--- config.mk ---
export PLATFORM = sky130hd
export DESIGN_NAME = decode_imm_stage
export DESIGN_NICKNAME = d
export VERILOG_FILES = /design/src/rtl/decode_imm_stage.sv
export SDC_FILE = /design/constraint.sdc
export NUM_CORES = 1
export LEC_CHECK = 0
export ABC_CLOCK_PERIOD_IN_PS = 4700
export BUFFER_PORTS_ARGS = -buffer_cell sky130_fd_sc_hd__buf_2
export CAP_MARGIN = 20
export CORE_AREA = 5 5 139 141
export CTS_CLUSTER_SIZE = 28
export DETAILED_ROUTE_END_ITERATION = 10
export DIE_AREA = 0 0 144 146
export GPL_ROUTABILITY_DRIVEN = 0
export GPL_TIMING_DRIVEN = 0
export PLACE_DENSITY = 0.78
export SLEW_MARGIN = 20
export SYNTH_ARGS = -nofsm -noshare
export SYNTH_HDL_FRONTEND = slang
export SYNTH_SLANG_ARGS = --single-unit
--- constraint.sdc ---
create_clock -name clk -period 4.7 [get_ports clk]
set_clock_uncertainty 0.05 [all_clocks]
set_input_delay 0.47 -clock clk [delete_from_list [all_inputs] [get_ports clk]]
set_output_delay 0.47 -clock clk [all_outputs]
set_load 0.05 [all_outputs]
--- src/rtl/decode_imm_stage.sv ---
// Decode-side stage: classifies the RV32 immediate format, builds the extended
// immediate and presents it through a registered 2-entry skid buffer.
module decode_imm_stage #(
  parameter int XLEN      = 32,
  parameter int CNT_WIDTH = 16
) (
  input  logic                 clk,
  input  logic                 rst_n,
  input  logic                 flush,
  input  logic                 in_valid,
  output logic                 in_ready,
  input  logic [XLEN-1:0]      in_instr,
  input  logic [XLEN-1:0]      in_pc,
  output logic                 out_valid,
  input  logic                 out_ready,
  output logic [XLEN-1:0]      out_instr,
  output logic [XLEN-1:0]      out_pc,
  output logic [XLEN-1:0]      out_imm,
  output logic [2:0]           out_imm_type,
  output logic                 out_illegal,
  output logic [CNT_WIDTH-1:0] stall_count
);

  if (XLEN != 32) begin : g_xlen_check
    $error("decode_imm_stage supports only XLEN=32");
  end

  typedef enum logic [2:0] {
    IMM_NONE = 3'd0,
    IMM_I    = 3'd1,
    IMM_S    = 3'd2,
    IMM_B    = 3'd3,
    IMM_U    = 3'd4,
    IMM_J    = 3'd5,
    IMM_C    = 3'd6
  } imm_type_t;

  typedef struct packed {
    logic [31:0] instr;
    logic [31:0] pc;
    logic [31:0] imm;
    imm_type_t   imm_type;
    logic        illegal;
  } entry_t;

  // Major opcode is instr[6:2]; the length bits [1:0] only drive out_illegal.
  localparam logic [4:0] OPC_LOAD   = 5'b00000;
  localparam logic [4:0] OPC_OP_IMM = 5'b00100;
  localparam logic [4:0] OPC_AUIPC  = 5'b00101;
  localparam logic [4:0] OPC_STORE  = 5'b01000;
  localparam logic [4:0] OPC_LUI    = 5'b01101;
  localparam logic [4:0] OPC_BRANCH = 5'b11000;
  localparam logic [4:0] OPC_JALR   = 5'b11001;
  localparam logic [4:0] OPC_JAL    = 5'b11011;
  localparam logic [4:0] OPC_SYSTEM = 5'b11100;

  imm_type_t              dec_type;
  logic      [31:0]       dec_imm;
  entry_t                 new_entry;
  entry_t                 main_q, main_d, skid_q, skid_d;
  logic                   main_valid_q, main_valid_d;
  logic                   skid_valid_q, skid_valid_d;
  logic [CNT_WIDTH-1:0]   stall_q;
  logic                   accept, consume;

  always_comb begin
    dec_type = IMM_NONE;
    case (in_instr[6:2])
      OPC_LOAD, OPC_OP_IMM, OPC_JALR: dec_type = IMM_I;
      OPC_STORE:                      dec_type = IMM_S;
      OPC_BRANCH:                     dec_type = IMM_B;
      OPC_LUI, OPC_AUIPC:             dec_type = IMM_U;
      OPC_JAL:                        dec_type = IMM_J;
      OPC_SYSTEM:                     dec_type = in_instr[14] ? IMM_C : IMM_NONE;
      default:                        dec_type = IMM_NONE;
    endcase
  end

  always_comb begin
    dec_imm = 32'd0;
    case (dec_type)
      IMM_I: dec_imm = {{20{in_instr[31]}}, in_instr[31:20]};
      IMM_S: dec_imm = {{20{in_instr[31]}}, in_instr[31:25], in_instr[11:7]};
      IMM_B: dec_imm = {{19{in_instr[31]}}, in_instr[31], in_instr[7],
                        in_instr[30:25], in_instr[11:8], 1'b0};
      IMM_U: dec_imm = {in_instr[31:12], 12'd0};
      IMM_J: dec_imm = {{11{in_instr[31]}}, in_instr[31], in_instr[19:12],
                        in_instr[20], in_instr[30:21], 1'b0};
      IMM_C: dec_imm = {27'd0, in_instr[19:15]};
      default: dec_imm = 32'd0;
    endcase
  end

  always_comb begin
    new_entry.instr    = in_instr;
    new_entry.pc       = in_pc;
    new_entry.imm      = dec_imm;
    new_entry.imm_type = dec_type;
    new_entry.illegal  = (in_instr[1:0] != 2'b11);
  end

  assign in_ready = !skid_valid_q;
  assign accept   = in_valid && in_ready;
  assign consume  = main_valid_q && out_ready;

  // Skid is only ever full while main is full, so an empty main never needs to look past it.
  always_comb begin
    main_d       = main_q;
    main_valid_d = main_valid_q;
    skid_d       = skid_q;
    skid_valid_d = skid_valid_q;
    if (flush) begin
      main_valid_d = 1'b0;
      skid_valid_d = 1'b0;
    end else if (!main_valid_q || consume) begin
      if (skid_valid_q) begin
        main_d       = skid_q;
        main_valid_d = 1'b1;
        skid_valid_d = 1'b0;
      end else begin
        if (accept) main_d = new_entry;
        main_valid_d = accept;
      end
    end else if (accept) begin
      skid_d       = new_entry;
      skid_valid_d = 1'b1;
    end
  end

  always_ff @(posedge clk or negedge rst_n) begin
    if (!rst_n) begin
      main_q       <= '0;
      skid_q       <= '0;
      main_valid_q <= 1'b0;
      skid_valid_q <= 1'b0;
    end else begin
      main_q       <= main_d;
      skid_q       <= skid_d;
      main_valid_q <= main_valid_d;
      skid_valid_q <= skid_valid_d;
    end
  end

  always_ff @(posedge clk or negedge rst_n) begin
    if (!rst_n) begin
      stall_q <= '0;
    end else if (main_valid_q && !out_ready && (stall_q != '1)) begin
      stall_q <= stall_q + CNT_WIDTH'(1);
    end
  end

  assign out_valid    = main_valid_q;
  assign out_instr    = main_q.instr;
  assign out_pc       = main_q.pc;
  assign out_imm      = main_q.imm;
  assign out_imm_type = main_q.imm_type;
  assign out_illegal  = main_q.illegal;
  assign stall_count  = stall_q;

endmodule

==> summary.md <==
| Metric | Value |
|---|---|
| Fin Hold WS | `roughly 130 ps` |
| CTS Root Cell | `clkbuf_16` |
| Max clock buf depth | `3` |
| Worst-margin pin slew | `856 ps` |
| Largest net degree at the start of global routing | `86` |
| CP max FO | `10` |
| Crit path kind | `flop to output pin` |
| Most common cell after layout, fill and taps aside | `nand2_1` |
| FFs w/ async S/R, synth | `100%` |
| Post-layout util | `66.0%` |
| Filler Cell Count | `1,441` |
| Grt total ovfl | `0` |
| Vias in the first global route | `between 8,000 and 9,000` |
| Final setup fails | `0` |
| Clock power share | `36.3%` |
| Clock sinks | `218` |
| Reg-to-reg endpoint | `skid_q[94]$_DFFE_PN0P_` |
| Internal power | `between 3000 and 4000 µW` |
| Die width | `roughly 140 µm` |
| Register area share after synthesis | `a little under three fifths` |
| Synth Net Count | `roughly 1,000` |
| WHS Endpoint | `skid_q[38]$_DFFE_PN0P_` |
| Final cycle utilization of the critical path | `between 60% and 70%` |
| EDFF count, synth | `0` |
| Hold depth | `3` |
| Warnings, synthesis | `0` |
| Starting utilization of the core area | `53.8%` |
| Synth Cell Area | `between 0.009 and 0.01 mm²` |
| Post-Route WL | `26,000 µm` |
| Reg2Reg Depth | `6` |
| Pre-antenna DRT Iters | `7` |
| Post-DP HPWL | `18,600 µm` |
| Slowest Stage Delay on Critical Path | `slightly above 500 ps` |
| Max frequency | `345 MHz` |
| CP most frequent cell | `clkbuf_1` |
| Period minus WS final | `about 2900 ps` |
| Maxcap violations | `0` |
| Port bufs | `approximately 190` |
| H-tree levels | `1` |
| P_sw | `roughly 1900 µW` |
| Sequential Power Share | `around 41%` |
| Most frequent cells in the layout | `314 x nand2_1, 218 x dfrtp_1, 206 x buf_2` |
| Startpoint types | `flop` |
| Worst reg2reg setup slack | `around 2400 ps` |
| Slew Limit Fails | `0` |
| Logic pwr share | `between 20 and 25%` |
| Slowest CP cell | `clkbuf_1` |
| Critical Path RT | `approximately 4200 ps` |
| Post-CTS Setup Repair Bufs | `0` |
| Cell Pwr Density | `493 mW/mm²` |
| Worst flop-to-flop path startpoint | `out_valid$_DFFE_PN0N_` |
| Post-DRT Antenna Nets | `0` |
| Row cnt | `49` |
| Vias per inst | `approximately 5.6` |
| Routed len/inst | `between 15 and 20 µm` |
| Leakage power | `between 0.005 and 0.006 µW` |
| Synthesized area per cell | `a little under 10 µm²` |
| Starting DRT DRC Count | `between 600 and 700` |
| Top FF cell, synth | `dfrtp_1` |
| Min-delay src | `in_pc[2]` |
| Core area | `between 0.015 and 0.02 mm²` |
| Vias | `roughly 8,000` |
| Fin nets | `1,262` |
| Vert. Die Dim | `146 µm` |
| Synth cell types | `55` |
| Initial antenna violation count | `1` |
| Critical Path Sink Type | `output pin` |
| Crit path DAT | `roughly 2400 ps` |
| Worst skew pair latency | `roughly 500 ps` |
| Ports | `about 190` |
| # DRC | `0` |
| Ratio of cells with drive above 1 in the final layout | `23.0%` |
| Yosys reg bits | `between 200 and 250` |
| Peak supply drop | `~0.34 mV` |
| Tot GR Track Use | `roughly 25%` |
| Slew Limit Headroom | `about 43%` |
| Clock-pin slew on the worst setup and hold paths | `60 ps` |
| Sw Share | `about 32%` |
| TritonCTS clock tree | `built` |
| Hold Vio Cnt, Final | `0` |
| RSZ-0062 raised after global routing | `no` |
| Area Growth Syn to Fin | `22.7%` |
| Worst min-delay path class | `input pin to flop` |
| Syn Inst Count | `roughly 980` |
| First-pass GRT wire length | `between 40,000 and 50,000 µm` |
| CTS Buf Count | `23` |
| Worst path cell trace | `buf_4 -> inv_1 -> clkbuf_1 -> clkbuf_1 -> buf_2` |
| Status | `finished, final reports clean` |
| Die area | `0.0210 mm²` |
==> cell usage after synthesis (8+ instances only) <==
library cell	n	share of area (%)
a21o_1	13	1.0
a21oi_1	29	1.5
a221oi_2	10	1.6
a22oi_1	11	0.86
and2_1	9	0.59
buf_2	22	1.1
clkbuf_1	31	1.2
dfrtp_1	218	57
inv_1	13	0.51
mux2i_1	64	6.7
nand2_1	314	12
nand3_1	27	1.4
nor2_1	17	0.66
o21ai_0	90	4.7
o21ai_1	8	0.42
o22a_1	8	0.73
==> stage by stage <==
| stage | cells | power, µW | setup TNS (ps) | setup WS (ps) | instance area (µm²) |
|---|---|---|---|---|---|
| 3_3_place_gp | 1393 | 3680 | -129950 | -611 | 10800 |
| 5_1_grt | 1437 | 6060 | 0 | 1720 | 11800 |
| 3_5_place_dp | 1395 | 3730 | 0 | 2210 | 10900 |
| 4_1_cts | 1436 | 5850 | 0 | 1850 | 11800 |
| 6_report | 1437 | 5810 | 0 | 1810 | 11800 |
| 2_1_floorplan | 979 | 3320 | 0 | 2680 | 9600 |
==> flip-flops by register name, indices dropped and copies added, names as in the netlist <==
| name | flops |
|---|---|
| out_instr | 32 |
| out_pc | 32 |
| stall_count | 16 |
| out_imm | 32 |
| skid_q | 100 |
| out_valid | 1 |
| out_illegal | 1 |
| out_imm_type | 3 |
| skid_valid_q | 1 |
==> metal layers <==
| metal | GRT usage, % | up-vias | wire length, µm |
|---|---|---|---|
| li1 | - | 3748 | - |
| met1 | 35.0 | 3935 | 10800 |
| met2 | 39.8 | 302 | 12500 |
| met3 | 4.11 | 58 | 1940 |
| met4 | 6.17 | 0 | 720 |
| met5 | 0 | - | 0 |
==> worst max-delay path: cells and delay by family (launching register included) <==
kind,cells,cell delay (ps)
buffers and inverters,5,1510
DFF,1,360
==> power groups by stage <==
stage	registers (µW)	clock network, µW	logic, µW
2_1_floorplan	2930	0	394
5_1_grt	2450	2210	1400
3_5_place_dp	2430	0	1290
4_1_cts	2400	2140	1310
6_report	2410	2110	1290
3_3_place_gp	2420	0	1260
==> worst max path at each step <==
stage                                   to                     start
2_1_floorplan  out_imm_type[1]$_DFFE_PN0P_     out_valid$_DFFE_PN0N_
3_3_place_gp         out_pc[4]$_DFFE_PN0P_                     rst_n
3_5_place_dp        skid_q[96]$_DFFE_PN0P_                 out_ready
4_1_cts                           in_ready  skid_valid_q$_DFFE_PN0P_
5_1_grt                           in_ready  skid_valid_q$_DFFE_PN0P_
6_report                          in_ready  skid_valid_q$_DFFE_PN0P_
==> final cells by class <==
cell class              count  area, µm²  area share, %
flip-flops and latches    218       5460           46.3
multi-input cells         684       3800           32.2
repair buffers            188       1000           8.50
clock buffers              30        662           5.62
plain buffers              64        298           2.53
well taps                 229        287           2.43
clock inverters            10        228           1.93
inverters                  13       48.8          0.414
diodes                      1       2.50         0.0212
==> timing repair <==
item / CTS / global route
hold buffers: 1 / 0
endpoints found under the hold margin: 74 / 0
resized for setup: 0 / 0
==> logic make-up (layout without fill, tap and decap cells) <==
| group | after synthesis | count (layout) | share of synthesized area (%) |
|---|---|---|---|
| AO/OA/AOI/OAI | 197 | 197 | 13.4 |
| buffers and inverters | 77 | 305 | 3.61 |
| other | 0 | 1 | 0 |
| XOR/XNOR | 11 | 11 | 1.00 |
| flip-flops | 218 | 218 | 56.8 |
| multiplexers | 68 | 68 | 7.18 |
| AND/OR/NAND/NOR | 407 | 407 | 17.9 |
| adder cells (fa/ha/maj) | 1 | 1 | 0.130 |
Power figures use the tool's default switching activity.
